File: src/rtl/register_file_if.sv
// Register file port bundle: write port, three read ports and write statistics.
// master = the datapath driving indices/write data; slave = the register file.
interface register_file_if #(
  parameter int DATA_WIDTH = 32,
  parameter int ADDR_WIDTH = 5
);
  logic                  RegWrite;
  logic [ADDR_WIDTH-1:0] Write_Register;
  logic [DATA_WIDTH-1:0] Write_Data;
  logic [ADDR_WIDTH-1:0] Read_Register1;
  logic [ADDR_WIDTH-1:0] Read_Register2;
  logic [ADDR_WIDTH-1:0] Debug_Register;
  logic [DATA_WIDTH-1:0] Read_Data1;
  logic [DATA_WIDTH-1:0] Read_Data2;
  logic [DATA_WIDTH-1:0] Debug_Data;
  logic [31:0]           Write_Count;
  logic [ADDR_WIDTH-1:0] Last_Write_Register;

  modport master (
    output RegWrite, Write_Register, Write_Data,
    output Read_Register1, Read_Register2, Debug_Register,
    input  Read_Data1, Read_Data2, Debug_Data, Write_Count, Last_Write_Register
  );

  modport slave (
    input  RegWrite, Write_Register, Write_Data,
    input  Read_Register1, Read_Register2, Debug_Register,
    output Read_Data1, Read_Data2, Debug_Data, Write_Count, Last_Write_Register
  );
endinterface

File: src/rtl/register_file.sv
// MIPS-style register file: 2**ADDR_WIDTH x DATA_WIDTH, r0 hardwired to zero,
// two combinational operand read ports plus a debug read port, one write port.
// Tracks committed writes (wrapping 32-bit count) and the last written index.
// Optional feature: define REGFILE_BYPASS_EN to forward Write_Data to any read
// port whose index matches the register being written in the same cycle.
module register_file #(
  parameter int DATA_WIDTH = 32,
  parameter int ADDR_WIDTH = 5
) (
  input logic             clk,
  input logic             reset_n,
  register_file_if.slave  bus
);

  localparam int NUM_REGS = 2 ** ADDR_WIDTH;

  logic [DATA_WIDTH-1:0] regs [NUM_REGS];
  logic [31:0]           write_count;
  logic [ADDR_WIDTH-1:0] last_write_register;
  logic                  commit;
  logic [DATA_WIDTH-1:0] rd1;
  logic [DATA_WIDTH-1:0] rd2;
  logic [DATA_WIDTH-1:0] rdd;

  // A write is real only out of reset, when enabled, and not aimed at r0.
  // An X on RegWrite makes this X, which the if below treats as "no write".
  assign commit = reset_n && bus.RegWrite && (bus.Write_Register != '0);

  // Register array and write statistics; everything clears asynchronously.
  // NOTE: the array is built from flops and must read 0 straight after reset,
  // so it is reset like any other state rather than left as an uninitialised RAM.
  // NOTE: non-blocking assignments keep same-edge readers seeing the old value.
  always_ff @(posedge clk or negedge reset_n) begin
    if (!reset_n) begin
      for (int i = 0; i < NUM_REGS; i++) regs[i] <= '0;
      write_count         <= '0;
      last_write_register <= '0;
    end else if (commit) begin
      regs[bus.Write_Register] <= bus.Write_Data;
      write_count              <= write_count + 32'd1;
      last_write_register      <= bus.Write_Register;
    end
  end

  // Read port 1: array lookup, optionally overridden by the in-flight write.
  // NOTE: the default assignment comes first so no path can infer a latch.
  always_comb begin
    rd1 = regs[bus.Read_Register1];
`ifdef REGFILE_BYPASS_EN
    if (commit && (bus.Read_Register1 == bus.Write_Register)) rd1 = bus.Write_Data;
`endif
  end

  // Read port 2: same structure as port 1.
  always_comb begin
    rd2 = regs[bus.Read_Register2];
`ifdef REGFILE_BYPASS_EN
    if (commit && (bus.Read_Register2 == bus.Write_Register)) rd2 = bus.Write_Data;
`endif
  end

  // Debug read port: same structure as the operand ports.
  always_comb begin
    rdd = regs[bus.Debug_Register];
`ifdef REGFILE_BYPASS_EN
    if (commit && (bus.Debug_Register == bus.Write_Register)) rdd = bus.Write_Data;
`endif
  end

  assign bus.Read_Data1          = rd1;
  assign bus.Read_Data2          = rd2;
  assign bus.Debug_Data          = rdd;
  assign bus.Write_Count         = write_count;
  assign bus.Last_Write_Register = last_write_register;

  // Simulation-only guard: an unknown write enable at an active edge is a
  // datapath bug upstream; the array itself is left untouched in that case.
  a_regwrite_known: assert property (
    @(posedge clk) disable iff (!reset_n) !$isunknown(bus.RegWrite)
  );

endmodule
File: src/flat_wrapper.sv
// flat-port wrapper written by rule: the top's interface ports become plain ports
module register_file_flat 
#(
  parameter int DATA_WIDTH = 32,
  parameter int ADDR_WIDTH = 5
)
  (clk, reset_n, bus_RegWrite, bus_Write_Register, bus_Write_Data, bus_Read_Register1, bus_Read_Register2, bus_Debug_Register, bus_Read_Data1, bus_Read_Data2, bus_Debug_Data, bus_Write_Count, bus_Last_Write_Register);
  register_file_if #(.DATA_WIDTH(DATA_WIDTH), .ADDR_WIDTH(ADDR_WIDTH)) bus_i ();
  input logic clk;
  input logic reset_n;
  input wire logic [$bits(bus_i.RegWrite)-1:0] bus_RegWrite;
  input wire logic [$bits(bus_i.Write_Register)-1:0] bus_Write_Register;
  input wire logic [$bits(bus_i.Write_Data)-1:0] bus_Write_Data;
  input wire logic [$bits(bus_i.Read_Register1)-1:0] bus_Read_Register1;
  input wire logic [$bits(bus_i.Read_Register2)-1:0] bus_Read_Register2;
  input wire logic [$bits(bus_i.Debug_Register)-1:0] bus_Debug_Register;
  output wire logic [$bits(bus_i.Read_Data1)-1:0] bus_Read_Data1;
  output wire logic [$bits(bus_i.Read_Data2)-1:0] bus_Read_Data2;
  output wire logic [$bits(bus_i.Debug_Data)-1:0] bus_Debug_Data;
  output wire logic [$bits(bus_i.Write_Count)-1:0] bus_Write_Count;
  output wire logic [$bits(bus_i.Last_Write_Register)-1:0] bus_Last_Write_Register;
  assign bus_i.RegWrite = bus_RegWrite;
  assign bus_i.Write_Register = bus_Write_Register;
  assign bus_i.Write_Data = bus_Write_Data;
  assign bus_i.Read_Register1 = bus_Read_Register1;
  assign bus_i.Read_Register2 = bus_Read_Register2;
  assign bus_i.Debug_Register = bus_Debug_Register;
  assign bus_Read_Data1 = bus_i.Read_Data1;
  assign bus_Read_Data2 = bus_i.Read_Data2;
  assign bus_Debug_Data = bus_i.Debug_Data;
  assign bus_Write_Count = bus_i.Write_Count;
  assign bus_Last_Write_Register = bus_i.Last_Write_Register;
  register_file #(.DATA_WIDTH(DATA_WIDTH), .ADDR_WIDTH(ADDR_WIDTH)) u_core (.clk(clk), .reset_n(reset_n), .bus(bus_i));
endmodule
File: config.mk
export PLATFORM = sky130hd
export DESIGN_NAME = register_file_flat
export DESIGN_NICKNAME = d
export VERILOG_FILES = /design/src/rtl/register_file_if.sv /design/src/rtl/register_file.sv /design/src/flat_wrapper.sv
export SDC_FILE = /design/constraint.sdc
export NUM_CORES = 2
export LEC_CHECK = 0
export ABC_AREA = 1
export CAP_MARGIN = 20
export CORE_ASPECT_RATIO = 1.25
export CORE_MARGIN = 3
export CORE_UTILIZATION = 35
export CTS_BUF_LIST = sky130_fd_sc_hd__clkbuf_16
export DETAILED_ROUTE_END_ITERATION = 16
export PLACE_DENSITY = 0.53
export SYNTH_ARGS = -nofsm -noshare
export SYNTH_HDL_FRONTEND = slang
export SYNTH_SLANG_ARGS = --single-unit
export TNS_END_PERCENT = 50
File: constraint.sdc
create_clock -name clk -period 4.39 [get_ports clk]
set_input_delay 0.6585 -clock clk [delete_from_list [all_inputs] [get_ports clk]]
set_output_delay 0.6585 -clock clk [all_outputs]
set_load 0.005 [all_outputs]
* Yosys cells after proc, flatten, opt, wreduce, memory -nomap -nowiden *
Cells that the tools add are included.
W data, S select, Z words.

word-level totals
  input port bits = 55
  output and inout bits = 133
  register bits after elaboration = 1061
  logic and storage cells = 60

operators by class
  mux-type cells = 12
  $add $sub $neg = 1
  reductions and logical operators = 4
  bitwise operators = 4
  $lt $le $gt $ge = 5

operators by type and width
  operator                 count
  $bwmux W1024             1
  $bmux W32 S5             3
  $mux W32                 7
  $demux W32 S5            1
  $add A32 B1 Y32 const B  1
  $ge A6 B6 Y1 const B     4
  $not A5 Y6               4
  $lt A6 B1 Y1 const B     1
  $reduce_bool A5 Y1       1
  $logic_and A1 B1 Y1      3

* Depth between registers and ports, before layout *
  depth in word-level cells = 6
  mapped depth = 12
  mapped depth without buffers = 10

* Least setup slack after synthesis *
OpenSTA, ideal clock, no wires.

  kind = input to output
  from = input port bus_Read_Register2[1]
  to = output port bus_Read_Data2[21]
  path slack = 1896 ps
  stages = 11
  buffers on the path = 3
  required time = 3732 ps
  arrival time = 1835 ps
  cells stage by stage = clkbuf_1 > inv_1 > clkbuf_1 > clkbuf_1 > nand3_1 > nand3_1 > nand2_1 > nand2_1 > nand2_1 > nand2_1 > nand2_1

between the ends
  longest elaborated chain between the ends = 4

RTL lines
  element                                       line                 source
  start: declaration                            flat_wrapper.sv:15   input wire logic [$bits(bus_i.Read_Register2)-1:0] bus_Read_Register2;
  $not A5 Y6 (not written as such)              register_file.sv:56  rd2 = regs[bus.Read_Register2];
  $bmux W32 S5                                  register_file.sv:56
  $mux W32 (not written as such) (2 in series)  register_file.sv:56
  end: declaration                              flat_wrapper.sv:18   output wire logic [$bits(bus_i.Read_Data2)-1:0] bus_Read_Data2;

No other way between the ends. The select of a mux whose other input is x is not followed.

* Worst setup path after layout *
  from = input port bus_Debug_Register[0]
  to = output port bus_Debug_Data[26]

between the ends
  longest elaborated chain between the ends = 4

RTL lines
  element                                       line                 source
  start: declaration                            flat_wrapper.sv:16   input wire logic [$bits(bus_i.Debug_Register)-1:0] bus_Debug_Register;
  $not A5 Y6 (not written as such)              register_file.sv:64  rdd = regs[bus.Debug_Register];
  $bmux W32 S5                                  register_file.sv:64
  $mux W32 (not written as such) (2 in series)  register_file.sv:64
  end: declaration                              flat_wrapper.sv:19   output wire logic [$bits(bus_i.Debug_Data)-1:0] bus_Debug_Data;

No other way between the ends. The select of a mux whose other input is x is not followed.

==> summary.md <==
| Metric | Value |
|---|---|
| Status | completed |
| Drt first pass iters | 8 |
| Least-Margin Pin Slew | 1.15 ns |
| Fin. Hold Viols | 0 |
| Syn-to-layout area delta | 12.4% |
| Initial Util | 0.353 |
| Placed Cells | 13100 |
| Vias | 77200 |
| Critical path launch point type | input port |
| Clock latency at the later pin of the worst-skew pair | 0.78 ns |
| Max Clk Rate | 262 MHz |
| CP Class | input port to primary output |
| Max_cap viols | 0 |
| R2R Path End | u_core.bus.Write_Count[21] |
| Setup total negative slack | 0 ns |
| P per Cell Area | 382 nW/um^2 |
| Post-CTS Setup Inserts | 0 |
| Final setup fails | 0 |
| Post-Synthesis Cells | ~11000 |
| Tmin final | 3.82 ns |
| Layout Nets | 10700 |
| Initial antenna violation count | 10 |
| Core area | 195000 sq um |
| Sink Count | 1061 |
| Largest net degree at the start of global routing | between 150 and 200 |
| Syn. warnings | 0 |
| Die Area | 202000 sq um |
| Clock Tree Buf Depth | 3 |
| IO Port Bufs | 187 |
| Final wirelength | 329 mm |
| Final Cycle Share | 0.871 |
| Gr ovfl total | 0 |
| Total global-route track usage | 0.315 |
| Layout cells sized above 1 | 0.0458 |
| Wire length per cell | 24.7 um |
| Crit Path Max Fanout | 55 |
| Vias/cell | a little under 6 |
| Die height | 502 um |
| GPL Wtd Cong | between 0.8 and 0.9 |
| H-tree levels | 3 |
| Post-DRT Antenna Nets | 0 |
| First-pass GRT wire length | slightly below 500 mm |
| Pleak | roughly 0.036 uW |
| Hold Path Class | input port to async pin |
| Clk_skew | 0.0174 ns |
| CTS tree | yes |
| Max Slew Vio Count | 0 |
| Vias in the first global route | 72100 |
| Crit Reg-Reg Startpoint | u_core.bus.Write_Count[7] |
| Layout Cells excl Fill | 13300 |
| Site row count | 181 |
| CTS Buf Count | about 120 |
| Synth cell types | 24 |
| Mapped Area | 68800 sq um |
| PostCTS Resize Cnt | 0 |
| Post-synthesis register bit count | 1061 |
| Syn_nets | 11100 |
| Layout fillers | around 20000 |
| CTS root buf | clkbuf_16 |
| Cts hold-fix bufs | 1 |
| CP required | roughly 3.7 ns |
| 1st-iter DRT viols | 11000 |
| FF-to-FF path depth | 7 |
| Width of the die | 403 um |
| DRC | 0 |
| Peak VDD IR | 0.354 mV |
| Reg-to-reg slack, setup | 2.66 ns |
| Avg Cell Area, Syn | 6.21 sq um |
| RSZ-0062 raised after global routing | false |
| Relative slew slack | 0.233 |
| Hpwl dp | ~190 mm |
| Clk slew on worst S/H paths | 0.06 ns |
| Critical path arrival | approximately 3.2 ns |
| CP Capture Type | primary output |
| Post-synthesis sequential area ratio | 0.386 |
| IO Pins | about 190 |
==> registers in the layout, summed over array words and instances (netlist names) <==
register	cells
u_core.bus.Last_Write_Register	5
u_core.bus.Write_Count	32
u_core.regs	1024
==> stage by stage <==
| stage | utilization | power, uW | instance area (sq um) | hold slack (ns) | setup slack, ns |
|---|---|---|---|---|---|
| 4_1_cts | 0.396 | 29600 | 77300 | 0.332 | 0.623 |
| 3_5_place_dp | 0.376 | 18900 | 73300 | 0.411 | 0.629 |
| 5_1_grt | 0.397 | 31000 | 77400 | 0.388 | 0.492 |
| 3_3_place_gp | 0.376 | 18800 | 73300 | 0.407 | 0.579 |
| 2_1_floorplan | - | 16300 | 68800 | 0.363 | 1.90 |
| 6_report | 0.397 | 29600 | 77400 | 0.374 | 0.566 |
==> worst max path at each step <==
| stage | from | endpoint | slack [ns] | depth (start not counted) |
|---|---|---|---|---|
| floorplan | bus_Read_Register2[1] | bus_Read_Data2[21] | 1.90 | 11 |
| detailed placement | bus_Debug_Register[0] | bus_Debug_Data[24] | 0.63 | 13 |
| global route | bus_Debug_Register[0] | bus_Debug_Data[24] | 0.49 | 13 |
| global placement | bus_Debug_Register[0] | bus_Debug_Data[24] | 0.58 | 13 |
| CTS | bus_Debug_Register[0] | bus_Debug_Data[24] | 0.62 | 13 |
| finish | bus_Debug_Register[0] | bus_Debug_Data[26] | 0.57 | 13 |
==> logic make-up (layout without fill, tap and decap cells) <==
kind of cell	Yosys count	after routing	share of synthesized area
AO/OA/AOI/OAI	996	996	0.0724
XOR/XNOR	16	16	0.00204
adder cells (fa/ha/maj)	1	1	0.000182
buffers and inverters	1116	790	0.0649
flip-flops	1061	1061	0.386
other	0	3	0
AND/OR/NAND/NOR	7890	7890	0.475
==> per-layer routing <==
metal  vias up  part of all wire  track usage
li1      34900                 -            -
met3       936              0.11       0.0630
met4         0             0.052        0.155
met2      4902              0.44        0.490
met5         -                 0            0
met1     36500              0.40        0.418
==> synthesized netlist by cell type (all sizes together) <==
cell | n | area share
nor3 | 5 | 0.00093
nand3b | 13 | 0.0014
ha | 1 | 0.00018
a21oi | 64 | 0.0047
clkbuf | 641 | 0.035
nand4 | 4 | 0.00036
dfrtp | 1061 | 0.39
buf | 331 | 0.022
nor2 | 134 | 0.0076
nand2 | 5416 | 0.30
xnor2 | 3 | 0.00038
inv | 144 | 0.0079
o21ai | 932 | 0.068
xor2 | 13 | 0.0017
nand3 | 2318 | 0.17
==> worst max-delay path, stage by stage <==
cell	delay [ns]
buf_8	0.19
inv_8	0.44
buf_12	0.31
buf_12	0.19
nand2_1	0.06
nand3_1	0.07
nand3_1	0.08
nand2_1	0.09
nand2_1	0.07
nand2_1	0.11
nand2_1	0.06
nand2_1	0.19
clkdlybuf4s50_1	0.55
==> placed cells by master (no fill, tap or decap), types with 8 or more instances in the layout <==
| cell | n |
|---|---|
| a21oi_1 | 64 |
| buf_12 | 98 |
| buf_4 | 134 |
| bufinv_16 | 16 |
| clkbuf_16 | 122 |
| clkdlybuf4s50_1 | 171 |
| clkinv_1 | 28 |
| clkinv_2 | 23 |
| clkinvlp_4 | 9 |
| dfrtp_1 | 1061 |
| inv_1 | 137 |
| inv_2 | 8 |
| inv_8 | 9 |
| nand2_1 | 5392 |
| nand2_4 | 23 |
| nand3_1 | 2312 |
| nand3b_1 | 13 |
| nor2_1 | 128 |
| o21ai_0 | 872 |
| o21ai_1 | 60 |
| xor2_1 | 13 |
==> final cells by class <==
class | count | area (sq um) | area share
clock inverters | 104 | 966 | 0.0125
multi-input cells | 8903 | 38000 | 0.492
inverters | 144 | 618 | 0.00799
diodes | 3 | 7.51 | 0.0000970
flip-flops and latches | 1061 | 26600 | 0.343
well taps | 2562 | 3210 | 0.0414
repair buffers | 420 | 4930 | 0.0638
clock buffers | 122 | 3050 | 0.0395
==> where the power goes <==
group / switching, uW / internal, uW
logic: 4140 / 2280
clock network: 4700 / 5980
registers: 1450 / 11000
total: 10300 / 19300
No activity file was read; power rests on OpenSTA's default activity.
